File: config.mk
export PLATFORM = sky130hd
export DESIGN_NAME = claa_chain_seq
export DESIGN_NICKNAME = d
export VERILOG_FILES = /design/src/rtl/claa_chain_seq.sv
export SDC_FILE = /design/constraint.sdc
export NUM_CORES = 1
export LEC_CHECK = 0
export CORE_MARGIN = 2
export CORE_UTILIZATION = 40
export CTS_BUF_LIST = sky130_fd_sc_hd__clkbuf_4 sky130_fd_sc_hd__clkbuf_8
export DETAILED_ROUTE_END_ITERATION = 10
export PLACE_DENSITY_LB_ADDON = 0.08
export SETUP_SLACK_MARGIN = 0.3
export SLEW_MARGIN = 15
export SYNTH_ARGS = -nofsm -noshare
export SYNTH_HDL_FRONTEND = slang
export SYNTH_SLANG_ARGS = --single-unit
File: constraint.sdc
create_clock -name clk_i -period 6.6 [get_ports clk_i]
set_input_delay 0.66 -clock clk_i [delete_from_list [all_inputs] [get_ports clk_i]]
set_output_delay 0.66 -clock clk_i [all_outputs]
set_load 0.05 [all_outputs]
File: src/rtl/claa_chain_seq.sv
// Multi-cycle wide adder: steps one WORD_WIDTH-bit carry-lookahead slice across WORDS
// slices, LSB first, with the slice carry-out registered between cycles.

module claa_slice #(
  parameter int unsigned WIDTH = 8
) (
  input  logic [WIDTH-1:0] a_i,
  input  logic [WIDTH-1:0] b_i,
  input  logic             c_i,
  output logic [WIDTH-1:0] r_o,
  output logic             c_o
);
  logic [WIDTH-1:0] g;
  logic [WIDTH-1:0] p;
  logic [WIDTH:0]   c;
  logic             prop;
  logic             acc;

  always_comb begin
    g    = a_i & b_i;
    p    = a_i ^ b_i;
    c    = '0;
    prop = 1'b0;
    acc  = 1'b0;
    c[0] = c_i;
    // Each carry is the flat sum-of-products g[i] | p[i]g[i-1] | ... | p[i..0]c_i.
    for (int unsigned i = 0; i < WIDTH; i++) begin
      prop = 1'b1;
      acc  = 1'b0;
      for (int unsigned j = 0; j <= i; j++) begin
        acc  = acc | (prop & g[i-j]);
        prop = prop & p[i-j];
      end
      c[i+1] = acc | (prop & c_i);
    end
    r_o = p ^ c[WIDTH-1:0];
    c_o = c[WIDTH];
  end
endmodule

module claa_chain_seq #(
  parameter int unsigned WORD_WIDTH = 8,
  parameter int unsigned WORDS      = 4,
  localparam int unsigned W         = WORD_WIDTH * WORDS,
  localparam int unsigned IDXW      = (WORDS > 1) ? $clog2(WORDS) : 1
) (
  input  logic         clk_i,
  input  logic         rst_i,
  input  logic         valid_i,
  output logic         ready_o,
  input  logic         c_i,
  input  logic [W-1:0] a_i,
  input  logic [W-1:0] b_i,
  output logic         valid_o,
  input  logic         ready_i,
  output logic [W-1:0] r_o,
  output logic         c_o,
  output logic         v_o,
  output logic         z_o
);
  typedef enum logic [1:0] {IDLE, RUN, DONE} state_t;

  state_t                state_q, state_d;
  logic [W-1:0]          a_q, a_d, b_q, b_d, r_q, r_d;
  logic                  carry_q, carry_d;
  logic                  c_q, c_d, v_q, v_d, z_q, z_d;
  logic [IDXW-1:0]       idx_q, idx_d;
  logic [WORD_WIDTH-1:0] slice_a, slice_b, slice_r;
  logic                  slice_c;
  logic                  last;

  claa_slice #(.WIDTH(WORD_WIDTH)) u_slice (
    .a_i (slice_a),
    .b_i (slice_b),
    .c_i (carry_q),
    .r_o (slice_r),
    .c_o (slice_c)
  );

  always_comb begin
    slice_a = a_q[idx_q*WORD_WIDTH +: WORD_WIDTH];
    slice_b = b_q[idx_q*WORD_WIDTH +: WORD_WIDTH];
    last    = (idx_q == IDXW'(WORDS - 1));
  end

  always_comb begin
    state_d = state_q;
    a_d     = a_q;
    b_d     = b_q;
    r_d     = r_q;
    carry_d = carry_q;
    idx_d   = idx_q;
    c_d     = c_q;
    v_d     = v_q;
    z_d     = z_q;
    unique case (state_q)
      IDLE: begin
        if (valid_i) begin
          a_d     = a_i;
          b_d     = b_i;
          carry_d = c_i;
          idx_d   = '0;
          r_d     = '0;
          c_d     = 1'b0;
          v_d     = 1'b0;
          z_d     = 1'b0;
          state_d = RUN;
        end
      end
      RUN: begin
        r_d[idx_q*WORD_WIDTH +: WORD_WIDTH] = slice_r;
        carry_d = slice_c;
        idx_d   = idx_q + IDXW'(1);
        if (last) begin
          // MSB carry-in recovered from a^b^r at the top bit of the final slice.
          c_d     = slice_c;
          v_d     = (slice_a[WORD_WIDTH-1] ^ slice_b[WORD_WIDTH-1] ^ slice_r[WORD_WIDTH-1])
                    ^ slice_c;
          z_d     = ~|r_d;
          state_d = DONE;
        end
      end
      DONE: begin
        if (ready_i) state_d = IDLE;
      end
      default: state_d = IDLE;
    endcase
  end

  always_ff @(posedge clk_i or posedge rst_i) begin
    if (rst_i) begin
      state_q <= IDLE;
      a_q     <= '0;
      b_q     <= '0;
      r_q     <= '0;
      carry_q <= 1'b0;
      idx_q   <= '0;
      c_q     <= 1'b0;
      v_q     <= 1'b0;
      z_q     <= 1'b0;
    end else begin
      state_q <= state_d;
      a_q     <= a_d;
      b_q     <= b_d;
      r_q     <= r_d;
      carry_q <= carry_d;
      idx_q   <= idx_d;
      c_q     <= c_d;
      v_q     <= v_d;
      z_q     <= z_d;
    end
  end

  always_comb begin
    ready_o = (state_q == IDLE);
    valid_o = (state_q == DONE);
    r_o     = r_q;
    c_o     = c_q;
    v_o     = v_q;
    z_o     = z_q;
  end
endmodule

==> results.yml <==
sta:
  rsz0062_at_grt: "false"
  clock.fmax_ghz: 0.285
  finalHoldViolCount: 0
  timing.final.crit_share_pct: 53.1
  setup_tns_ns: 0
  finalSetupViolCount: 0
  drv_slew: 0
  timing.final.ws_setup_ns: 3.09
  clock_skew_ns: 0.00923
  tightestPinTransition_ns: 0.924
  relSlewSlack_pct: 38.4
  min_period_ns: 3.51
  hold_ws_ns: 0.475
worst_setup_path:
  cp-start-kind: "flop"
  cp_num_buf_inv: 1
  criticalPathCategory: "reg -> reg"
  worst_ep_required_time_ns: 6.88
  critPathArrivalTime_ns: 3.79
  slowest_stage: "dfrtp_1"
  critical_path.max_fanout: 17
  end_kind: "flop"
  critPathTopFamily: "compound AO/OA/AOI/OAI gates"
  critPathMaxStageDelay_ns: 0.61
  crit_chain: "buf_4 > mux4_2 > ha_1 > a211oi_1 > nor2_1 > a211o_2 > xor2_1 > a31oi_1 > a31o_1"
finish:
  layout_common_cells: "nand2_1 (198), clkdlybuf4s50_1 (105), dfrtp_1 (104)"
  syn_to_final_growth_pct: 28.0
  diodes: 0
  drive_above_1_share_pct: 9.77
  layout.nets: 684
  final_common_cell: "nand2_1"
  fin_util_pct: 51.9
clocking:
  cts_buffer_depth: 2
  cts_resized: 0
  cts_hold_buffers: 0
  insertion_delay_ns: 0.38
  cts_setup_buffers: 0
  root_buffer: "clkbuf_8"
  numCtsBuffers: 9
  cts_num_sinks: 104
  path_clk_slew_ns: 0.10
  cts_tree: "done"
  cts_max_level: 3
logic_synthesis:
  synth_area_per_cell_um2: 10.1
  synth_top_area_share_pct: 51.5
  synthFlopType: "dfrtp_1"
  ys_ff_latch: 104
  async_flop_share_pct: 100
  synth.largest_area_cell: "dfrtp_1"
  yosysWarningCount: 0
  synth_seq_area_share_pct: 51.5
  synthDistinctLibCells: 54
  syn_area_mm2: 0.00506
  ys_top_cells_by_area: "dfrtp_1 (51%), nand2_1 (15%), mux4_2 (7.1%)"
  syn_nets: 588
  synthCells: 503
  synth_edf_count: 0
die:
  core_mm2: 0.0125
  die_y_um: 116
  io_pins: 106
  fp-row-count: 41
  die_width_um: 116
  die_area_mm2: 0.0136
  start_util_pct: 40.6
global_routing:
  grt_busiest_layer: "met2"
  grt_use_met2_pct: 33.7
  grt_pass1_wl_um: 20600
  grt_pass1_vias: 3998
  grt.overflow.total: 0
  use_met3_pct: 3.27
  track_usage_pct: 20.0
  antenna_found_initial: 0
  grt_max_degree: 72
  grtUsageMet1_pct: 26.3
placed_design:
  port_buffers: 105
  dpl_worst_slack_ns: 3.07
  place_congestion: 0.835
  dpl.hpwl_um: 9250
job:
  maxCapViolations: 0
routing:
  drtIter0Drc: 208
  firstDrtPassIters: 4
  avgViaCountPerCell: 5.08
  routed_wl_um: 12700
  wire_per_inst_um: 16.3
  ant_nets: 0
  vias: 3944
  drcViolationCount: 0
status:
  status: "completed"
worst_hold_path:
  min_path_type: "reg -> reg"
-- Yosys cell counts, types with 5 or more instances --
master,n
nand2_1,198
dfrtp_1,104
a22o_1,27
mux4_2,16
ha_1,15
a21oi_1,14
nor2_1,13
clkbuf_1,12
o21ai_0,12
inv_1,7
buf_2,6
nor4_1,5
-- stage by stage --
step           cell area [um^2]  cells
6_report                   6470    776
4_1_cts                    6470    776
2_1_floorplan              5060    503
3_3_place_gp               6250    760
3_5_place_dp               6250    760
5_1_grt                    6470    776
-- worst register-to-register path, stage by stage (launching register included) --
cell	delay [ns]
dfrtp_1	0.61
buf_4	0.40
mux4_2	0.57
ha_1	0.43
a211oi_1	0.28
nor2_1	0.08
a211o_2	0.33
xor2_1	0.35
a31oi_1	0.17
a31o_1	0.20
-- state kept, by name (all words and copies together) (netlist names) --
name     cells
idx_q        2
v_o          1
carry_q      1
state_q      2
z_o          1
r_o         32
c_o          1
b_q         32
a_q         32
-- per-layer routing --
layer	routed length, um	up-vias	share of wire, %
li1	-	1912	-
met1	5610	1906	44
met2	6300	109	50
met3	531	17	4.2
met4	224	0	1.8
met5	0	-	0
-- kinds of logic (layout without fill, tap and decap cells) --
group	Yosys count	count (layout)	share of synthesized area, %
buf+inv	31	132	2.62
compound gates	83	83	12.8
xor+xnor	5	5	1.01
fa+ha+maj	16	16	4.11
flops	104	104	51.5
simple gates	245	245	20.2
mux	19	19	7.72
-- final cells by class --
cell class / instances / area (um^2)
fillers: 1195 / 6000
well taps: 172 / 215
repair buffers: 109 / 1080
inverters: 7 / 28.8
clock buffers: 10 / 138
flip-flops and latches: 104 / 2600
clock inverters: 6 / 82.6
multi-input cells: 368 / 2320
-- final timing paths --
path / start / endpoint / slack (ns) / cells past startpoint
max in group asynchronous: rst_i / idx_q[1]$_DFFE_PP0P_ / 4.76 / 3
worst max-delay path: idx_q[0]$_DFFE_PP0P_ / z_o$_DFFE_PP0P_ / 3.09 / 9
worst min-delay path: b_q[21]$_DFFE_PP0P_ / b_q[21]$_DFFE_PP0P_ / 0.48 / 2
min in group asynchronous: rst_i / a_q[0]$_DFFE_PP0P_ / 0.69 / 2
worst max register to register: idx_q[0]$_DFFE_PP0P_ / z_o$_DFFE_PP0P_ / 3.09 / 9
worst min register to register: b_q[21]$_DFFE_PP0P_ / b_q[21]$_DFFE_PP0P_ / 0.48 / 2
Power is left out: the tool's default activity adds up to more than one toggle a clock period on the data nets, which glitch-free logic cannot reach.
==> RTL change, RTL diff (config.mk and constraints unchanged) <==
The 3 states of `state_t` get a one-hot encoding in 3 bits.
--- a/src/rtl/claa_chain_seq.sv
+++ b/src/rtl/claa_chain_seq.sv
@@ -58,7 +58,7 @@
   output logic         v_o,
   output logic         z_o
 );
-  typedef enum logic [1:0] {IDLE, RUN, DONE} state_t;
+  typedef enum logic [2:0] {IDLE = 3'b001, RUN = 3'b010, DONE = 3'b100} state_t;
 
   state_t                state_q, state_d;
   logic [W-1:0]          a_q, a_d, b_q, b_d, r_q, r_d;
Check against the original RTL: same outputs for any inputs over 4 cycles, from zero or initial values and one cycle with rst_i high; so few cycles prove little.
==> RTL change against the original RTL <==
  * Area after synthesis decreased by 0.45%
  * Clock skew decreased by 1.2 ps
  * Via count decreased by 2.0%
  * Maximum frequency increased by 12%
  * Sequential cell count increased by 1
  * Worst setup slack improved by 360 ps
  * Wire length decreased by 4.5%
  * Design area decreased by 0.79%
  * Sequential share of layout area increased by 0.73 points
  * Largest cell class unchanged
==> RTL change: results (changes against the original RTL) <==
- WHS: 482 ps (+6.53 ps)
- CTS Buf Count: 9 (unchanged)
- Largest cells by area after synthesis: dfrtp_1 52%, nand2_1 15%, mux4_2 7.2%, a22o_1 5.7%, ha_1 3.5%
- Synth top cells by count: 199 x nand2_1, 104 x dfrtp_1, 33 x a22o_1
- Largest net degree at the start of global routing: 72 (unchanged)
- Peak supply drop: roughly 0.20 mV
- DRT Wirelength: 12,100 um (-4.5%)
- Dominant synthesized flop cell: dfrtp_1
- Antenna fix cells: 0 (unchanged)
- Beginning of the worst hold path: a_q[14]
- First-pass GRT wire length: 19,700 um (-4.3%)
- Via count: 3,865 (-2.0%)
- Rel. slew slack: 35.7% (-2.7 points)
- Switching Fraction: 45.2%
- CTS H-tree lvls: 3 (unchanged)
- Hold Crit Depth: 2 (unchanged)
- Post-DR vias/cell: 5.08 (about the same)
- PortBufs: 105 (unchanged)
- Placed Cells: 745 (-2.0%)
- Syn nets: 577 (-1.9%)
- Proportion of layout cells with a drive suffix above 1: 8.94% (-0.83 points)
- Most frequent cell after synthesis: nand2_1
- Leakage: 2.97 nW
- Root Buffer: clkbuf_8
- Status: completed
- Clock-pin transition on the worst setup and hold timing paths: 100 ps (about the same)
- Starting DRC count in detailed routing: 368 (+77%)
- R2R Path Start: idx_q[1]
- Worst hold path class: flop to flop
- DR pass1 iterations: 4 (unchanged)
- Syn Area/Cell: 10.2 um^2 (+1.6%)
- HPWL Detailed: 8670 um (-6.3%)
- Cell variety after synth: 54 (unchanged)
- Placed Area: 6220 um^2 (-0.44%)
- Clock Skew: 7.99 ps (-1.23 ps)
- Hold endpoint: a_q[14]
- GRT Overall Usage: 19.0% (-0.99 points)
- Clock latency on the worst-skew pair: 370 ps
- Arr. time, crit path: 3450 ps (-340 ps)
- Reg-to-reg slack, setup: 3460 ps (+360 ps)
- Final nets: 672 (-1.8%)
- Worst r2r path cells: 8 (-1)
- FF-to-FF End: r_o[31]
- Crit-path max FO: 20 (+3)
- Synthesis Warnings: 0 (unchanged)
- FILL cells: 1,125 (-5.9%)
- Part of the Yosys area used for sequential elements: 52.2% (+0.75 points)
- CTS resizes: 0 (unchanged)
- Final weighted congestion in routability-driven placement: 0.938 (+12%)
RTL change: cell types whose count changed after synthesis, sizes merged, moves of 3 or more:
cell and change:
a211o -4, inv -4, nand2b -3, nor2 -3, o22ai -3
RTL change: power by group through the flow:
stage	sequential (mW)	combinational [mW]	clock [mW]
after floorplan	1.02	1.17	0
after detailed placement	1.03	1.65	0
after global placement	1.03	1.62	0
final	1.01	1.65	0.390
after CTS	1.02	1.66	0.399
after global routing	1.04	1.83	0.423
RTL change: critical path, stage by stage, from the launching register on:
cell and delay, ps:
dfrtp_1 900, mux4_2 460, ha_1 340, a211oi_2 260, nor3b_2 90, nor4_1 250
o21ai_2 140, xor2_1 420, a22o_1 220
RTL change: worst max path at each step:
stage / start / end / slack (ps) / cells past startpoint
global route: idx_q[1] / r_o[31] / 3200 / 8
detailed placement: idx_q[1] / r_o[23] / 3460 / 8
floorplan: rst_i / a_q[0] / 3180 / 1
finish: idx_q[1] / r_o[31] / 3460 / 8
CTS: idx_q[1] / r_o[31] / 3420 / 8
global placement: idx_q[1] / r_o[31] / 3530 / 8
RTL change: per-layer routing:
layer  routed length (um)  part of all wire [%]  global-route usage, %
met5                    0                     0                      0
met4                  342                   2.8                   8.97
met1                 5380                    44                   25.0
met2                 5930                    49                   31.5
met3                  447                   3.7                   2.59
RTL change: cells by family (layout without fill, tap and decap cells):
logic type	after synthesis	count (layout)	synth area share, %
buf+inv	27	127	2.49
mux	18	18	7.58
flops	105	105	52.2
simple gates	250	250	21.8
xor+xnor	5	5	0.870
compound gates	73	73	11.1
fa+ha+maj	15	15	3.88
RTL change: layout make-up:
class	count	area [um^2]	area share, %
sequential	105	2630	41.0
multi-input combinational	361	2300	35.8
clock inverter	3	23.8	0.370
clock buffer	13	173	2.69
tap	168	210	3.27
inverter	3	13.8	0.214
timing repair buffer	108	1070	16.7
